<file path="src/rtl/channel_pkg.sv">
// rtl/channel_pkg.sv - shared constants, types and pointer helpers for channel blocks
//
// Purpose: common definitions for ac_channel style FIFOs.
//   CHANNEL_WIDTH  default data word width
//   chan_flags_t   full/empty flag pair derived from a pointer pair
//   ptr_width()    bits needed for a free-running wrap pointer over DEPTH entries
//   chan_flags()   full/empty compare of two free-running pointers
// No ports.
package channel_pkg;

  localparam int CHANNEL_WIDTH = 32;

  typedef struct packed {
    logic full;
    logic empty;
  } chan_flags_t;

  // One extra bit beyond the index so full and empty are distinguishable.
  function automatic int ptr_width(input int depth);
    return $clog2(depth) + 1;
  endfunction

  // Pointers are passed zero-extended to 32 bits; aw is the index width.
  // Full: only the wrap bit differs. Empty: pointers identical.
  function automatic chan_flags_t chan_flags(input logic [31:0] wp,
                                             input logic [31:0] rp,
                                             input int aw);
    chan_flags_t f;
    logic [31:0] msb;
    logic [31:0] ptr_mask;
    logic [31:0] diff;
    msb      = 32'd1 << aw;
    ptr_mask = (msb << 1) - 32'd1;
    diff     = (wp ^ rp) & ptr_mask;
    f.full   = (diff == msb);
    f.empty  = (diff == 32'd0);
    return f;
  endfunction

endpackage

</file>
<file path="src/rtl/channel_fifo_if.sv">
// rtl/channel_fifo_if.sv - ac_channel handshake bundle between producer, FIFO and consumer
//
// Purpose: groups the push/pop handshake of channel_fifo.
//   in_data      word to push (master -> FIFO)
//   write_valid  push strobe (master -> FIFO)
//   write_ready  FIFO not full (FIFO -> master)
//   read_valid   pop strobe (master -> FIFO)
//   read_ready   FIFO not empty (FIFO -> master)
//   out_data     last popped word, registered (FIFO -> master)
//   count        occupancy 0..DEPTH (FIFO -> master)
// Modports: master = producer/consumer side, slave = FIFO side.
interface channel_fifo_if
  import channel_pkg::*;
#(
  parameter int WIDTH = CHANNEL_WIDTH,
  parameter int DEPTH = 4
);

  localparam int PW = ptr_width(DEPTH);

  logic [WIDTH-1:0] in_data;
  logic             write_valid;
  logic             write_ready;
  logic             read_valid;
  logic             read_ready;
  logic [WIDTH-1:0] out_data;
  logic [PW-1:0]    count;

  modport master (
    output in_data, write_valid, read_valid,
    input  write_ready, read_ready, out_data, count
  );

  modport slave (
    input  in_data, write_valid, read_valid,
    output write_ready, read_ready, out_data, count
  );

endinterface

</file>
<file path="src/rtl/channel_fifo_mem.sv">
// rtl/channel_fifo_mem.sv - FIFO storage array with registered read port
//
// Purpose: DEPTH x WIDTH array, synchronous write, combinational read
// captured into an output register when re_i is high.
//   clk      clock
//   rst      synchronous active-low reset (clears the output register only)
//   we_i     write enable
//   waddr_i  write index
//   wdata_i  write data
//   re_i     output register load enable
//   raddr_i  read index
//   rdata_o  registered read data, holds between loads
module channel_fifo_mem #(
  parameter int WIDTH = 32,
  parameter int DEPTH = 4,
  parameter int AW    = $clog2(DEPTH)
) (
  input  logic             clk,
  input  logic             rst,
  input  logic             we_i,
  input  logic [AW-1:0]    waddr_i,
  input  logic [WIDTH-1:0] wdata_i,
  input  logic             re_i,
  input  logic [AW-1:0]    raddr_i,
  output logic [WIDTH-1:0] rdata_o
);

  logic [WIDTH-1:0] mem_q [DEPTH];
  logic [WIDTH-1:0] rdata_q;
  logic [WIDTH-1:0] rdata_d;

  // Array contents survive reset; only the pointers make them invisible.
  always_ff @(posedge clk) begin
    if (we_i) begin
      mem_q[waddr_i] <= wdata_i;
    end
  end

  always_comb begin
    rdata_d = rdata_q;
    if (re_i) begin
      rdata_d = mem_q[raddr_i];
    end
  end

  always_ff @(posedge clk) begin
    if (!rst) begin
      rdata_q <= '0;
    end else begin
      rdata_q <= rdata_d;
    end
  end

  assign rdata_o = rdata_q;

endmodule

</file>
<file path="src/rtl/channel_fifo.sv">
// rtl/channel_fifo.sv - registered ac_channel FIFO between two HLS stages
//
// Purpose: DEPTH-entry FIFO with free-running wrap pointers. The popped word
// is registered and held until the next accepted pop, so a consumer may pulse
// read_valid and sample out_data on the following cycle.
//   clk        clock, all state on rising edge
//   rst        synchronous active-low reset
//   ch         channel_fifo_if.slave handshake bundle
//   overflow   sticky: a push was dropped while full   (CHANNEL_FIFO_ERR_EN only)
//   underflow  sticky: a pop was ignored while empty   (CHANNEL_FIFO_ERR_EN only)
// Optional feature macro: CHANNEL_FIFO_ERR_EN.
module channel_fifo
  import channel_pkg::*;
#(
  parameter int WIDTH = CHANNEL_WIDTH,
  parameter int DEPTH = 4
) (
  input  logic          clk,
  input  logic          rst,
  channel_fifo_if.slave ch
`ifdef CHANNEL_FIFO_ERR_EN
  ,
  output logic          overflow,
  output logic          underflow
`endif
);

  localparam int AW = $clog2(DEPTH);
  localparam int PW = ptr_width(DEPTH);

  logic [PW-1:0] wp_q, wp_d;
  logic [PW-1:0] rp_q, rp_d;
  logic [PW-1:0] count_q, count_d;
  chan_flags_t   flags;
  logic          push_acc;
  logic          pop_acc;

  assign flags = chan_flags(32'(wp_q), 32'(rp_q), AW);

  // Acceptance is judged on the pre-edge state only: a pop does not free a
  // slot for a same-cycle push, and a push does not feed a same-cycle pop.
  assign push_acc = ch.write_valid && !flags.full;
  assign pop_acc  = ch.read_valid && !flags.empty;

  always_comb begin
    wp_d    = wp_q;
    rp_d    = rp_q;
    count_d = count_q + {{(PW-1){1'b0}}, push_acc} - {{(PW-1){1'b0}}, pop_acc};
    if (push_acc) begin
      wp_d = wp_q + 1'b1;
    end
    if (pop_acc) begin
      rp_d = rp_q + 1'b1;
    end
  end

  always_ff @(posedge clk) begin
    if (!rst) begin
      wp_q    <= '0;
      rp_q    <= '0;
      count_q <= '0;
    end else begin
      wp_q    <= wp_d;
      rp_q    <= rp_d;
      count_q <= count_d;
    end
  end

  // Strobes in the reset cycle must not touch the array or the output word.
  channel_fifo_mem #(
    .WIDTH (WIDTH),
    .DEPTH (DEPTH),
    .AW    (AW)
  ) u_mem (
    .clk     (clk),
    .rst     (rst),
    .we_i    (push_acc && rst),
    .waddr_i (wp_q[AW-1:0]),
    .wdata_i (ch.in_data),
    .re_i    (pop_acc && rst),
    .raddr_i (rp_q[AW-1:0]),
    .rdata_o (ch.out_data)
  );

  assign ch.write_ready = !flags.full;
  assign ch.read_ready  = !flags.empty;
  assign ch.count       = count_q;

`ifdef CHANNEL_FIFO_ERR_EN
  logic overflow_q, overflow_d;
  logic underflow_q, underflow_d;

  always_comb begin
    overflow_d  = overflow_q  || (ch.write_valid && flags.full);
    underflow_d = underflow_q || (ch.read_valid && flags.empty);
  end

  always_ff @(posedge clk) begin
    if (!rst) begin
      overflow_q  <= 1'b0;
      underflow_q <= 1'b0;
    end else begin
      overflow_q  <= overflow_d;
      underflow_q <= underflow_d;
    end
  end

  assign overflow  = overflow_q;
  assign underflow = underflow_q;
`endif

endmodule
</file>
<file path="src/flat_wrapper.sv">
// flat-port wrapper written by rule: the top's interface ports become plain ports
module channel_fifo_flat import channel_pkg::*;
#(
  parameter int WIDTH = CHANNEL_WIDTH,
  parameter int DEPTH = 4
)
  (clk, rst, ch_in_data, ch_write_valid, ch_read_valid, ch_write_ready, ch_read_ready, ch_out_data, ch_count);
  channel_fifo_if #(.WIDTH(WIDTH), .DEPTH(DEPTH)) ch_i ();
  input  logic clk;
  input  logic rst;
  input wire logic [$bits(ch_i.in_data)-1:0] ch_in_data;
  input wire logic [$bits(ch_i.write_valid)-1:0] ch_write_valid;
  input wire logic [$bits(ch_i.read_valid)-1:0] ch_read_valid;
  output wire logic [$bits(ch_i.write_ready)-1:0] ch_write_ready;
  output wire logic [$bits(ch_i.read_ready)-1:0] ch_read_ready;
  output wire logic [$bits(ch_i.out_data)-1:0] ch_out_data;
  output wire logic [$bits(ch_i.count)-1:0] ch_count;
  assign ch_i.in_data = ch_in_data;
  assign ch_i.write_valid = ch_write_valid;
  assign ch_i.read_valid = ch_read_valid;
  assign ch_write_ready = ch_i.write_ready;
  assign ch_read_ready = ch_i.read_ready;
  assign ch_out_data = ch_i.out_data;
  assign ch_count = ch_i.count;
  channel_fifo #(.WIDTH(WIDTH), .DEPTH(DEPTH)) u_core (.clk(clk), .rst(rst), .ch(ch_i));
endmodule
</file>
<file path="config.mk">
export PLATFORM = sky130hd
export DESIGN_NAME = channel_fifo_flat
export DESIGN_NICKNAME = d
export VERILOG_FILES = /design/src/rtl/channel_pkg.sv /design/src/rtl/channel_fifo_if.sv /design/src/rtl/channel_fifo_mem.sv /design/src/rtl/channel_fifo.sv /design/src/flat_wrapper.sv
export SDC_FILE = /design/constraint.sdc
export NUM_CORES = 1
export LEC_CHECK = 0
export CORE_MARGIN = 2
export CORE_UTILIZATION = 44
export CTS_CLUSTER_SIZE = 12
export DETAILED_ROUTE_END_ITERATION = 6
export PLACE_DENSITY = 0.69
export SLEW_MARGIN = 15
export SYNTH_ARGS = -nofsm -noshare
export SYNTH_HDL_FRONTEND = slang
export SYNTH_HIERARCHICAL = 1
export SYNTH_SLANG_ARGS = --single-unit
</file>
<file path="constraint.sdc">
create_clock -name clk -period 5.1 [get_ports clk]
set_clock_uncertainty 0.2 [all_clocks]
set_input_delay 0.51 -clock clk [delete_from_list [all_inputs] [get_ports clk]]
set_output_delay 0.51 -clock clk [all_outputs]
set_load 0.05 [all_outputs]
</file>
==> key figures <==
Run status
  – Status: finished clean

Route
  – Remaining DRCs: 0
  – Via Count: 3632
  – Initial DRC Count: 281
  – Routed Antenna Nets: 0
  – Routed length per instance: 18.5 µm
  – Via density per instance: 5.45
  – DR pass1 iterations: 5
  – Final WL: 12.3 mm

Hold path
  – Worst hold stages: 2
  – End of the worst hold path: u_core/u_mem/rdata_o[4]$_SDFFE_PN0P_
  – HP Start: u_core/u_mem/rdata_o[4]$_SDFFE_PN0P_
  – Min-delay worst type: flop to flop

GRT
  – Congestion Overflow GR: 0
  – Vias in the first global route: 3642
  – Initial antenna violation count: 0
  – First-pass GRT wire length: 19.5 mm
  – Global-route met1 utilization: 0.207
  – Grt peak-use layer: met2
  – GRT met2 Usage: 0.264
  – Largest net degree at the start of global routing: 51
  – Overall Global Routing Usage: 0.162
  – Met3 usage: 0.0374

Clock tree
  – Clk buf depth: 2
  – Setup bufs post-CTS: 0
  – Worst-Skew Late Latency: 0.42 ns
  – CTS tree: yes
  – Clock-pin slew on the worst setup and hold paths: 0.07 ns
  – Quantity of hold-fixing buffers added after cts: 0
  – Clk sinks: 169
  – TritonCTS buffer count: 17
  – Post-cts resize count: 0
  – Htree depth: 4
  – Root Buffer: clkbuf_16

Floorplanning
  – Die Wd: 126 µm
  – Rows: 44
  – Die Span Y: 126 µm
  – Initial core utilization: 0.451
  – IO Pins: 73
  – Core box area: 0.0145 mm²
  – Die ar.: 0.0159 mm²

Timing
  – Fin crit period: 3.60 ns
  – Fin Hold WS: 0.305 ns
  – Crit share post-route: 0.706
  – Slew margin rel.: 0.265
  – Endpoints failing setup: 0
  – Fin. Hold Viols: 0
  – Fmax: 278 MHz
  – Setup tns final: 0 ns
  – Pins over their slew limit: 0
  – Worst Max-Slew Pin Slew: 1.10 ns
  – RSZ-0062 raised after global routing: no

Setup path
  – Levels on crit path: 5
  – Cells along the critical path: xor2_1 -> o31a_1 -> and2_1 -> nand3_2 -> o221ai_1
  – Slowest CP cell: nand3_2
  – CP arrival: 3.72 ns
  – Top delay family on crit path: simple AND/OR/NAND/NOR gates
  – R2r worst-path depth: 5
  – Kind of critical path: flop to flop
  – Reg-to-reg setup timing slack: 1.50 ns
  – Reg-to-reg endpoint: u_core/u_mem/rdata_o[13]$_SDFFE_PN0P_
  – Critical Path Max Stage Delay: 0.79 ns
  – Critical Path RT: 5.22 ns
  – CP Capture Type: flop
  – Buf/Inv on CP: 0
  – Reg2reg start: u_core/rp_q[1]$_SDFFE_PN0P_
  – Startpoint Class: flop
  – Crit Path Max Fanout: 32

Logic synthesis
  – Syn Nets: 435
  – Main flop type after synthesis: edfxtp_1
  – Syn Inst Count: 395
  – EDFF count, synth: 128
  – Yosys warns: 6
  – Netlist cell types: 39
  – Sequential area share after synthesis: 0.712
  – Flops & latches, synth: 169
  – Ys async rst share: 0
  – Mean post-synth cell area: 16.6 µm²
  – Mapped Area: 0.00656 mm²

Finish
  – ANT cells: 0
  – Area Overhead vs Synth: 21.1%
  – Share of layout cells above drive strength 1: 0.102
  – Final #Nets: 509

Place
  – DP HPWL: 7.22 mm
  – RePlAce Congestion: 0.691
  – I/O Buffers: 72

Pwr
  – Max VDD drop: 0.291 mV
  – Total power: 0.00380 W
  – P per Cell Area: 479 mW/mm²
  – Pleak: 2.52 nW

Run
  – Max Cap Viol: 0
cell usage after synthesis, drive strengths merged (5+ instances only):
library cell | n | area share
buf | 16 | 0.028
clkbuf | 8 | 0.0046
o221ai | 32 | 0.043
nand2 | 10 | 0.0057
mux2i | 64 | 0.098
inv | 5 | 0.0029
nand3b | 34 | 0.039
dfxtp | 41 | 0.13
edfxtp | 128 | 0.59
o21ai | 6 | 0.0046
nand4 | 5 | 0.0048
layout by cell type (no fill, tap or decap), types with 2 or more instances in the layout:
cell               n
clkbuf_16         17
buf_4              7
o21ai_0            6
clkinv_4           3
a211oi_1           2
and2_1             3
o221ai_1          32
nand4_1            5
and3_2             2
ha_1               3
xnor2_1            4
inv_1              5
and3b_2            2
edfxtp_1         128
nand2_1           10
nand3_1            2
mux2i_1           64
xor2_1             3
clkdlybuf4s50_1   71
clkinvlp_4         2
inv_8              2
dfxtp_1           40
or4_1              4
nand3b_1          34
inv_6              4
o211ai_1           4
how the worst max path moves through the flow:
stage                                 from                                    end  slack, ns
4_1_cts        u_core/rp_q[1]$_SDFFE_PN0P_  u_core/u_mem/rdata_o[13]$_SDFFE_PN0P_       1.48
6_report       u_core/rp_q[1]$_SDFFE_PN0P_  u_core/u_mem/rdata_o[13]$_SDFFE_PN0P_       1.50
2_1_floorplan  u_core/wp_q[0]$_SDFFE_PN0N_     u_core/u_mem/mem_q[0][0]$_DFFE_PP_       0.76
3_5_place_dp   u_core/rp_q[1]$_SDFFE_PN0P_  u_core/u_mem/rdata_o[15]$_SDFFE_PN0P_       1.57
5_1_grt        u_core/rp_q[1]$_SDFFE_PN0P_  u_core/u_mem/rdata_o[13]$_SDFFE_PN0P_       1.14
3_3_place_gp   u_core/rp_q[1]$_SDFFE_PN0P_  u_core/u_mem/rdata_o[26]$_SDFFE_PN0P_       1.65
layer usage:
layer,vias to the layer above,share of wire
li1,1724,-
met1,1792,0.43
met3,12,0.043
met4,0,0.016
met2,104,0.51
met5,-,0
sequential cells by signal (all words and copies together) (netlist names):
signal,count
u_core/ch.count,3
u_core/rp_q,3
u_core/u_mem/mem_q,128
u_core/u_mem/rdata_o,32
u_core/wp_q,3
report_power, final:
part           switching [W]  internal [W]  total (W)
clock               0.000533      0.000699    0.00123
sequential         0.0000919       0.00162    0.00171
combinational       0.000526      0.000329   0.000855
final cells by class:
| type | instances | area, µm² |
|---|---|---|
| Multi-Input combinational cell | 197 | 1670 |
| Clock buffer | 19 | 443 |
| Fill cell | 1160 | 6600 |
| Inverter | 5 | 18.8 |
| Tap cell | 184 | 230 |
| Clock inverter | 13 | 134 |
| Sequential cell | 169 | 4670 |
| Timing Repair Buffer | 79 | 768 |
kinds of logic (layout without fill, tap and decap cells):
| logic type | count (synthesis) | after routing | share of synthesized area |
|---|---|---|---|
| buffers and inverters | 29 | 116 | 0.0353 |
| DFF | 169 | 169 | 0.712 |
| and+or+nand+nor | 74 | 74 | 0.0777 |
| muxes | 64 | 64 | 0.0977 |
| xor gates and xnor gates | 7 | 7 | 0.00935 |
| AOI/OAI and AO/OA | 48 | 48 | 0.0596 |
| adders and majority gates | 4 | 4 | 0.00878 |
through the flow:
step	setup WS [ns]	util	cell area, µm²	std cells
detailed placement	1.57	0.506	7360	634
floorplan	0.757	-	6560	395
global placement	1.65	0.506	7360	634
CTS	1.48	0.546	7940	666
global route	1.14	0.546	7940	666
finish	1.50	0.546	7940	666
worst reg2reg max path: stages (launching register included):
cell      delay (ns)
dfxtp_4         0.55
xor2_1          0.66
o31a_1          0.25
and2_1          0.55
nand3_2         0.79
o221ai_1        0.50
(Power assumes the default switching activity.)
